### config.mk
export PLATFORM = sky130hd
export DESIGN_NAME = mod_exp_engine_flat
export DESIGN_NICKNAME = d
export VERILOG_FILES = /design/src/rtl/mod_exp_if.sv /design/src/rtl/mod_exp_engine.sv /design/src/flat_wrapper.sv
export SDC_FILE = /design/constraint.sdc
export NUM_CORES = 1
export LEC_CHECK = 0
export CORE_UTILIZATION = 56
export DETAILED_ROUTE_END_ITERATION = 10
export GPL_TIMING_DRIVEN = 0
export HOLD_SLACK_MARGIN = 0.12
export PLACE_DENSITY = 0.77
export SYNTH_ARGS = -nofsm -noshare
export SYNTH_HDL_FRONTEND = slang
export SYNTH_SLANG_ARGS = --single-unit
### constraint.sdc
create_clock -name clk -period 17.8 [get_ports clk]
set_input_delay 2.67 -clock clk [delete_from_list [all_inputs] [get_ports clk]]
set_output_delay 2.67 -clock clk [all_outputs]
set_load 0.02 [all_outputs]
### src/rtl/mod_exp_if.sv
// mod_exp_if -- request/response bundle for the modular exponentiation engine.
//   start    : request strobe, sampled only while the engine is idle
//   base     : operand (message or ciphertext), WIDTH bits
//   exponent : exponent, EXP_WIDTH bits
//   modulus  : modulus n, WIDTH bits
//   busy     : engine occupied, from the cycle after acceptance through DONE
//   done     : one-cycle completion pulse
//   result   : base^exponent mod modulus, held until the next accepted job
//   error    : operand fault flag (modulus < 2 or base >= modulus)
// The master modport belongs to the requester; the slave modport to the engine.
interface mod_exp_if #(
  parameter int WIDTH     = 16,
  parameter int EXP_WIDTH = 16
);
  logic                 start;
  logic [WIDTH-1:0]     base;
  logic [EXP_WIDTH-1:0] exponent;
  logic [WIDTH-1:0]     modulus;
  logic                 busy;
  logic                 done;
  logic [WIDTH-1:0]     result;
  logic                 error;

  modport master (
    output start, base, exponent, modulus,
    input  busy, done, result, error
  );

  modport slave (
    input  start, base, exponent, modulus,
    output busy, done, result, error
  );
endinterface

### src/rtl/mod_exp_engine.sv
// mod_exp_engine -- iterative modular exponentiation, base^exponent mod modulus.
// Right-to-left square-and-multiply. Each exponent bit costs WIDTH MULT cycles,
// in which r*b mod n and b*b mod n are built in parallel by MSB-first
// add-shift-reduce, plus one NEXT cycle that commits them.
// Ports:
//   clk   : clock, rising edge
//   rst_n : asynchronous active-low reset, clears all state
//   bus   : mod_exp_if.slave (start/base/exponent/modulus in;
//           busy/done/result/error out)
module mod_exp_engine #(
  parameter int WIDTH     = 16,
  parameter int EXP_WIDTH = 16
) (
  input  logic      clk,
  input  logic      rst_n,
  mod_exp_if.slave  bus
);
  // Accumulators carry two extra bits: 2*acc + multiplicand < 3n before reduction.
  localparam int AW = WIDTH + 2;
  // Remaining-bit counter must hold EXP_WIDTH itself (all-ones exponent).
  localparam int CW = $clog2(EXP_WIDTH + 1);
  localparam int BW = (WIDTH > 1) ? $clog2(WIDTH) : 1;

  typedef enum logic [2:0] {IDLE, LOAD, MULT, NEXT, DONE} state_t;

  state_t               state, state_nxt;
  logic [WIDTH-1:0]     r_q, b_q, n_q, result_q;
  logic [EXP_WIDTH-1:0] e_q, e_shr;
  logic [CW-1:0]        cnt_q, k;
  logic [BW-1:0]        bit_q;
  logic [AW-1:0]        acc_r_q, acc_b_q, acc_r_nxt, acc_b_nxt;
  logic                 error_q, op_fault, mul_bit, busy_c, done_c;

  // One interleaved step: shift, conditionally add, then at most two
  // subtractions of n bring the accumulator back below n.
  function automatic logic [AW-1:0] mod_step(input logic [AW-1:0]    acc,
                                              input logic             add_en,
                                              input logic [WIDTH-1:0] mcand,
                                              input logic [WIDTH-1:0] n);
    logic [AW-1:0] t, nn;
    nn = {2'b00, n};
    t  = {acc[AW-2:0], 1'b0} + (add_en ? {2'b00, mcand} : '0);
    if (t >= nn) t = t - nn;
    if (t >= nn) t = t - nn;
    return t;
  endfunction

  assign op_fault  = (n_q < WIDTH'(2)) || (b_q >= n_q);
  assign e_shr     = e_q >> 1;
  // b supplies the multiplier bit for both products (r*b and b*b).
  assign mul_bit   = b_q[bit_q];
  assign acc_r_nxt = mod_step(acc_r_q, mul_bit, r_q, n_q);
  assign acc_b_nxt = mod_step(acc_b_q, mul_bit, b_q, n_q);

  // Number of significant exponent bits.
  always_comb begin
    k = '0;
    for (int i = 0; i < EXP_WIDTH; i++) begin
      if (e_q[i]) k = CW'(i + 1);
    end
  end

  always_comb begin
    state_nxt = state;
    busy_c    = (state != IDLE);
    done_c    = (state == DONE);
    unique case (state)
      IDLE:    if (bus.start) state_nxt = LOAD;
      LOAD:    state_nxt = (op_fault || (e_q == '0)) ? DONE : MULT;
      MULT:    if (bit_q == '0) state_nxt = NEXT;
      NEXT:    state_nxt = (e_shr == '0) ? DONE : MULT;
      DONE:    state_nxt = IDLE;
      default: state_nxt = IDLE;
    endcase
  end

  always_ff @(posedge clk or negedge rst_n) begin
    if (!rst_n) begin
      state    <= IDLE;
      r_q      <= '0;
      b_q      <= '0;
      n_q      <= '0;
      e_q      <= '0;
      cnt_q    <= '0;
      bit_q    <= '0;
      acc_r_q  <= '0;
      acc_b_q  <= '0;
      result_q <= '0;
      error_q  <= '0;
    end else begin
      state <= state_nxt;
      unique case (state)
        IDLE: begin
          if (bus.start) begin
            b_q      <= bus.base;
            e_q      <= bus.exponent;
            n_q      <= bus.modulus;
            result_q <= '0;
            error_q  <= '0;
          end
        end
        LOAD: begin
          r_q     <= WIDTH'(1);
          cnt_q   <= k;
          bit_q   <= BW'(WIDTH - 1);
          acc_r_q <= '0;
          acc_b_q <= '0;
          if (op_fault)        error_q  <= 1'b1;
          else if (e_q == '0)  result_q <= WIDTH'(1);
        end
        MULT: begin
          acc_r_q <= acc_r_nxt;
          acc_b_q <= acc_b_nxt;
          bit_q   <= bit_q - 1'b1;
        end
        NEXT: begin
          if (e_q[0]) r_q <= acc_r_q[WIDTH-1:0];
          b_q     <= acc_b_q[WIDTH-1:0];
          e_q     <= e_shr;
          cnt_q   <= cnt_q - 1'b1;
          bit_q   <= BW'(WIDTH - 1);
          acc_r_q <= '0;
          acc_b_q <= '0;
          // Last iteration: publish the product directly so it is valid in DONE.
          if (e_shr == '0) result_q <= e_q[0] ? acc_r_q[WIDTH-1:0] : r_q;
        end
        default: ;
      endcase
    end
  end

  assign bus.busy   = busy_c;
  assign bus.done   = done_c;
  assign bus.result = result_q;
  assign bus.error  = error_q;
endmodule

### src/flat_wrapper.sv
// flat-port wrapper written by rule: the top's interface ports become plain ports
module mod_exp_engine_flat 
#(
  parameter int WIDTH     = 16,
  parameter int EXP_WIDTH = 16
)
  (clk, rst_n, bus_start, bus_base, bus_exponent, bus_modulus, bus_busy, bus_done, bus_result, bus_error);
  mod_exp_if #(.WIDTH(WIDTH), .EXP_WIDTH(EXP_WIDTH)) bus_i ();
  input  logic clk;
  input  logic rst_n;
  input wire logic [$bits(bus_i.start)-1:0] bus_start;
  input wire logic [$bits(bus_i.base)-1:0] bus_base;
  input wire logic [$bits(bus_i.exponent)-1:0] bus_exponent;
  input wire logic [$bits(bus_i.modulus)-1:0] bus_modulus;
  output wire logic [$bits(bus_i.busy)-1:0] bus_busy;
  output wire logic [$bits(bus_i.done)-1:0] bus_done;
  output wire logic [$bits(bus_i.result)-1:0] bus_result;
  output wire logic [$bits(bus_i.error)-1:0] bus_error;
  assign bus_i.start = bus_start;
  assign bus_i.base = bus_base;
  assign bus_i.exponent = bus_exponent;
  assign bus_i.modulus = bus_modulus;
  assign bus_busy = bus_i.busy;
  assign bus_done = bus_i.done;
  assign bus_result = bus_i.result;
  assign bus_error = bus_i.error;
  mod_exp_engine #(.WIDTH(WIDTH), .EXP_WIDTH(EXP_WIDTH)) u_core (.clk(clk), .rst_n(rst_n), .bus(bus_i));
endmodule
==> results of run 1 <==
==> synthesized netlist by cell type, types with 8 or more instances <==
| library cell | n |
|---|---|
| nor4_1 | 11 |
| nand2_1 | 115 |
| dfrtp_1 | 122 |
| o21bai_1 | 9 |
| mux2i_1 | 65 |
| mux2_2 | 35 |
| a22o_1 | 26 |
| a21oi_1 | 74 |
| a31oi_1 | 9 |
| clkbuf_1 | 33 |
| buf_2 | 8 |
| nor2_1 | 92 |
| nand2b_1 | 17 |
| nand4_1 | 27 |
| o21ai_0 | 101 |
| and2_1 | 40 |
| xor2_1 | 20 |
| a211oi_1 | 17 |
| nor2b_1 | 18 |
| nor3_1 | 30 |
| xnor2_1 | 53 |
| o21a_1 | 16 |
| nand3_1 | 23 |
| ha_1 | 111 |
| a21o_1 | 34 |
| inv_1 | 53 |
==> critical path, delay by kind of cell, from the launching register on <==
kind | cells | cell delay, ps
buf+inv | 5 | 1270
fa+ha+maj | 4 | 1280
xor+xnor | 1 | 320
mux | 1 | 160
flops | 1 | 350
simple gates | 10 | 2060
compound gates | 16 | 3840
==> area by class of cell <==
| cell class | count | share of cell area, % |
|---|---|---|
| clock buffers | 18 | 3.34 |
| flip-flops and latches | 122 | 23.7 |
| inverters | 54 | 1.58 |
| multi-input cells | 1066 | 60.1 |
| clock inverters | 14 | 1.41 |
| repair buffers | 70 | 5.59 |
| well taps | 265 | 2.58 |
| plain buffers | 50 | 1.68 |
==> layer usage <==
metal,routed length (um),track usage (%),up-vias,share of wire [%]
li1,-,-,4944,-
met1,13200,39.5,4956,41
met2,15600,55.4,347,49
met3,1820,5.16,81,5.7
met4,1260,15.6,0,4.0
met5,0,0,-,0
==> how the worst max path moves through the flow <==
stage,end,slack [ps],from
4_1_cts,u_core.acc_b_q[15],8550,u_core.bit_q[0]
3_5_place_dp,u_core.acc_b_q[15],8630,u_core.bit_q[0]
6_report,u_core.acc_b_q[15],8370,u_core.bit_q[0]
5_1_grt,u_core.acc_b_q[15],7750,u_core.bit_q[0]
2_1_floorplan,u_core.acc_b_q[10],10300,u_core.bit_q[0]
3_3_place_gp,u_core.acc_b_q[0],8730,u_core.bit_q[0]
==> per-stage QoR <==
stage,worst slack [ps],area [um^2],utilization (%)
2_1_floorplan,10300,11200,-
3_3_place_gp,8730,12200,62.6
3_5_place_dp,8630,12300,62.7
4_1_cts,8550,12900,65.9
5_1_grt,7750,12900,65.9
6_report,8370,12900,65.9
==> flip-flops by register name (all words and copies together) (netlist names) <==
signal and cells:
u_core.bus.result 16, u_core.state 3, u_core.acc_b_q 17, u_core.acc_r_q 17
u_core.bus.error 1, u_core.e_q 16, u_core.bit_q 4, u_core.r_q 16
u_core.n_q 16, u_core.b_q 16
==> kinds of logic (layout without fill, tap and decap cells) <==
logic type	after synthesis	count (layout)	synth area share [%]
AO/OA/AOI/OAI	373	373	22.6
XOR/XNOR	73	73	5.71
adder cells (fa/ha/maj)	117	117	13.5
buffers and inverters	104	206	3.74
flip-flops	122	122	27.3
multiplexers	103	103	9.83
AND/OR/NAND/NOR	400	400	17.4
==> results.tsv, run 1 <==
stage	metric	value	unit
global_route	grt total ovfl	0	
synthesis	biggest area consumer among synthesized cells	dfrtp_1	
cts	Worst-Skew Late Latency	430	ps
die	Rows	51	
global_route	pin count of the biggest net entering global routing	64	
synthesis	post-synthesis sequential area ratio	27.3	%
synthesis	syn_nets	1460	
sta	Worst-Margin Slew	847	ps
placement	gp weighted congestion	0.940	
die	Core ar.	19500	um^2
sta	relative slew slack	43.6	%
critical_path	FF-to-FF End	u_core.acc_b_q[15]	
cts	CTS tree	built	
cts	Clock Sinks	122	
min_path	Hold Crit Depth	1	
final_layout	fraction of layout cells with a size suffix above 1	7.39	%
routing	Initial DRC Count	708	
synthesis	Post-synth EDFFs	0	
critical_path	critical path startpoint category	flop	
sta	Hold Slack	496	ps
critical_path	crit path max fanout	10	
routing	vias per cell	6.23	
routing	Total Wirelength	31900	um
status	status	finished, final reports clean	
cts	Clock Path Buffers	2	
synthesis	Yosys top cell area share	27.3	%
die	die height	143	um
cts	Post-CTS Setup Repair Bufs	0	
synthesis	async set-reset flop share out of synthesis	100	%
routing	post-route ant nets	0	
synthesis	top cells by area, synth	dfrtp_1 (27%), ha_1 (12%), mux2i_1 (5.8%)	
global_route	first-pass GRT wire length	50900	um
critical_path	CP Capture Type	flop	
final_layout	fillers	1698	
die	boundary pin count	70	
cts	Resized cells post-CTS	0	
critical_path	Req. time, crit path	18120	ps
synthesis	post-synthesis register bit count	122	
cts	H-tree levels	4	
final_layout	Non-Filler Instances	1659	
critical_path	Worst EP arrival	9750	ps
final_layout	n_diodes	0	
critical_path	launching point of the worst reg2reg path	u_core.bit_q[0]	
synthesis	count of yosys warnings during synthesis	0	
sta	post-layout min period	9430	ps
sta	Setup TNS	0	ps
sta	RSZ-0062 raised after global routing	false	
min_path	Worst Hold Class	reg2reg	
critical_path	Setup CP Type	reg2reg	
die	die outline width	143	um
global_route	GRT Overall Usage	32.3	%
critical_path	CP peak stage delay	700	ps
routing	Pre-antenna DRT Iters	7	
global_route	antenna violations before repair	0	
synthesis	Synth cell types	83	
synthesis	Top FF cell, synth	dfrtp_1	
routing	via count	10300	
min_path	Hold Crit Endpoint	u_core.bus.result[14]	
sta	Max Fclk	106	MHz
synthesis	Syn Area/Cell	8.67	um^2
die	Initial Util	57.4	%
placement	HPWL after DPL	24200	um
final_layout	area occupied by multi-input gates	7730	um^2
sta	final setup violation count	0	
sta	Final Hold Vio Count	0	
placement	Port Buffers	69	
sta	Slew Limit Fails	0	
critical_path	worst reg2reg path depth	37	
final_layout	Final #Nets	1549	
final_layout	most frequent cells in the layout	dfrtp_1 (122), nand2_1 (115), ha_1 (111), o21ai_0 (101), nor2_1 (92)	
final_layout	synthesis-to-layout area growth	14.8	%
routing	DR WL/cell	19.2	um
critical_path	r2r setup slk	8370	ps
sta	fin crit share	53.0	%
min_path	hold path startpoint	u_core.bus.result[14]	
run	Max-cap violations	0	
critical_path	crit path max-delay cell type	nor3_1	
synthesis	Post-Syn Instances	1292	
cts	CTS root buffer	clkbuf_16	
final_layout	most common cell after layout, fill and taps aside	dfrtp_1	
cts	Inserted Clock Buffers	17	
cts	Clk pin slew, worst setup/hold paths	60	ps
placement	placed cells	1627	
routing	DRC viols	0	
critical_path	Top cell by count, worst path	a21oi_1	
cts	# hold bufs at CTS	0	
die	die area	20600	um^2
global_route	vias in the first global route	10000	
final_layout	Seq. cell area	3050	um^2
synthesis	Post-Syn Area	11200	um^2
sta	skew final	10.7	ps
Power of run 1 is left out: the tool's default activity adds up to more than one toggle a clock period on the data nets, which glitch-free logic cannot reach.
==> run 2, diff against run 1 <==
Settings changed: PLACE_DENSITY 0.77 to 0.8.
Clock period 17.8 ns to 7.7 ns, I/O delays scaled along.
==> run 2 against run 1 <==
Against the previous run: the flow now finishes with violations (setup timing); maximum frequency grew 16%; highest routed layer unchanged; die area is the same; global-route usage grew 1.1 points; largest cell class unchanged; critical path depth shrank 1.
==> results.tsv, run 2 (same netlist as run 1, synthesis figures left out) <==
stage	metric	value	unit
status	status	finished, violations left	
status	violated checks	setup timing	
die	Rows	51	
sta	post-route setup slack	-425	ps
cts	Clk pin slew, worst setup/hold paths	70	ps
final_layout	Final #Nets	1617	
final_layout	final instance area	14400	um^2
final_layout	synthesis-to-layout area growth	28.5	%
global_route	pin count of the biggest net entering global routing	77	
final_layout	Non-Filler Instances	1728	
cts	Clock Sinks	122	
sta	Final Hold Vio Count	0	
cts	Inserted Clock Buffers	17	
cts	H-tree levels	4	
critical_path	crit path max fanout	8	
placement	HPWL after DPL	24300	um
die	boundary pin count	70	
placement	placed cells	1627	
cts	CTS tree	built	
sta	RSZ-0062 raised after global routing	true	
global_route	GRT Overall Usage	33.4	%
routing	DR WL/cell	21.1	um
placement	Port Buffers	69	
critical_path	CP Capture Type	flop	
cts	Worst-Skew Late Latency	440	ps
critical_path	CP bufs+invs	6	
routing	M1 WL	14300	um
cts	# hold bufs at CTS	0	
cts	Clock Path Buffers	2	
final_layout	most common cell after layout, fill and taps aside	dfrtp_1	
routing	DRC viols	0	
routing	met3 wire len	2490	um
die	die height	143	um
sta	Slew Limit Fails	0	
sta	Max Fclk	123	MHz
placement	Cell Area, Placed	12300	um^2
routing	DR top layer	met4	
sta	fin crit share	106	%
global_route	vias in the first global route	10400	
routing	vias per cell	6.47	
critical_path	crit-path leading delay family	compound AO/OA/AOI/OAI gates	
die	Core ar.	19500	um^2
critical_path	Setup CP Type	reg2reg	
critical_path	critical path startpoint category	flop	
die	die area	20600	um^2
routing	Total Wirelength	36500	um
final_layout	top flop regs	u_core.acc_b_q x17, u_core.acc_r_q x17	
die	Initial Util	57.4	%
critical_path	Worst EP arrival	8490	ps
final_layout	fraction of layout cells with a size suffix above 1	20.5	%
sta	Worst-Margin Slew	809	ps
placement	gp weighted congestion	0.939	
run	Max-cap violations	0	
sta	relative slew slack	46.0	%
final_layout	most frequent cells in the layout	dfrtp_1 (121), nand2_1 (114), nor2_1 (90), ha_1 (87), o21ai_0 (75)	
global_route	first-pass GRT wire length	52600	um
sta	final setup violation count	24	
final_layout	share of the core filled with cells	73.7	%
min_path	Worst Hold Class	reg2reg	
sta	skew final	13.6	ps
die	die outline width	143	um
sta	Setup TNS	-5580	ps
critical_path	Req. time, crit path	8070	ps
routing	Initial DRC Count	919	
global_route	antenna violations before repair	0	
sta	post-layout min period	8120	ps
critical_path	CP peak stage delay	530	ps
global_route	grt total ovfl	0	
cts	CTS root buffer	clkbuf_16	
critical_path	crit path max-delay cell type	a2111o_1	
routing	via count	11200	
routing	met2 wire length	17500	um
routing	Pre-antenna DRT Iters	5	
routing	post-route ant nets	0	
-- run 2: final timing paths --
| path | endpoint | start | slack (ps) | cells after the start |
|---|---|---|---|---|
| setup / recovery | u_core.acc_r_q[0] | u_core.bit_q[0] | -420 | 36 |
| hold / removal | u_core.bus.result[14] | u_core.bus.result[14] | 490 | 1 |
| setup reg to reg | u_core.acc_r_q[0] | u_core.bit_q[0] | -420 | 36 |
| hold reg to reg | u_core.bus.result[14] | u_core.bus.result[14] | 490 | 1 |
| max in group asynchronous | u_core.bit_q[2] | rst_n | 6280 | 2 |
| min in group asynchronous | u_core.n_q[10] | rst_n | 660 | 1 |
-- run 2: cell type report --
class	count	area (um^2)
antenna	1	2.50
clock inverter	14	161
tap	265	332
inverter	54	203
fill	1372	5130
sequential	122	3050
timing repair buffer	141	1290
buffer	47	259
clock buffer	18	429
multi-input combinational	1066	8660
-- run 2: through the flow --
stage	worst slack (ps)	hold slack (ps)
4_1_cts	-1.21	495
3_5_place_dp	-1490	480
2_1_floorplan	198	470
5_1_grt	-664	511
6_report	-425	488
3_3_place_gp	-1430	476
-- run 2: repair_timing --
item                                    CTS  global route
endpoints found under the setup margin   34            34
pin swaps                                31            77
buffers inserted                         22            44
resized for setup                        78           157
gates cloned                              2             3
-- run 2: layer usage --
| metal | up-vias | track usage [%] |
|---|---|---|
| met5 | - | 0 |
| met4 | 0 | 16.7 |
| met3 | 160 | 5.86 |
| met2 | 534 | 56.5 |
| met1 | 5421 | 40.9 |
| li1 | 5071 | - |
Power of run 2 is left out for the same reason.
==> run 3, diff against run 2 <==
Settings changed: ABC_AREA set to 0.
==> results of run 3 <==
No change in the layout: final DEF, timing and power equal those of run 2.
Power of run 3 is left out for the same reason.
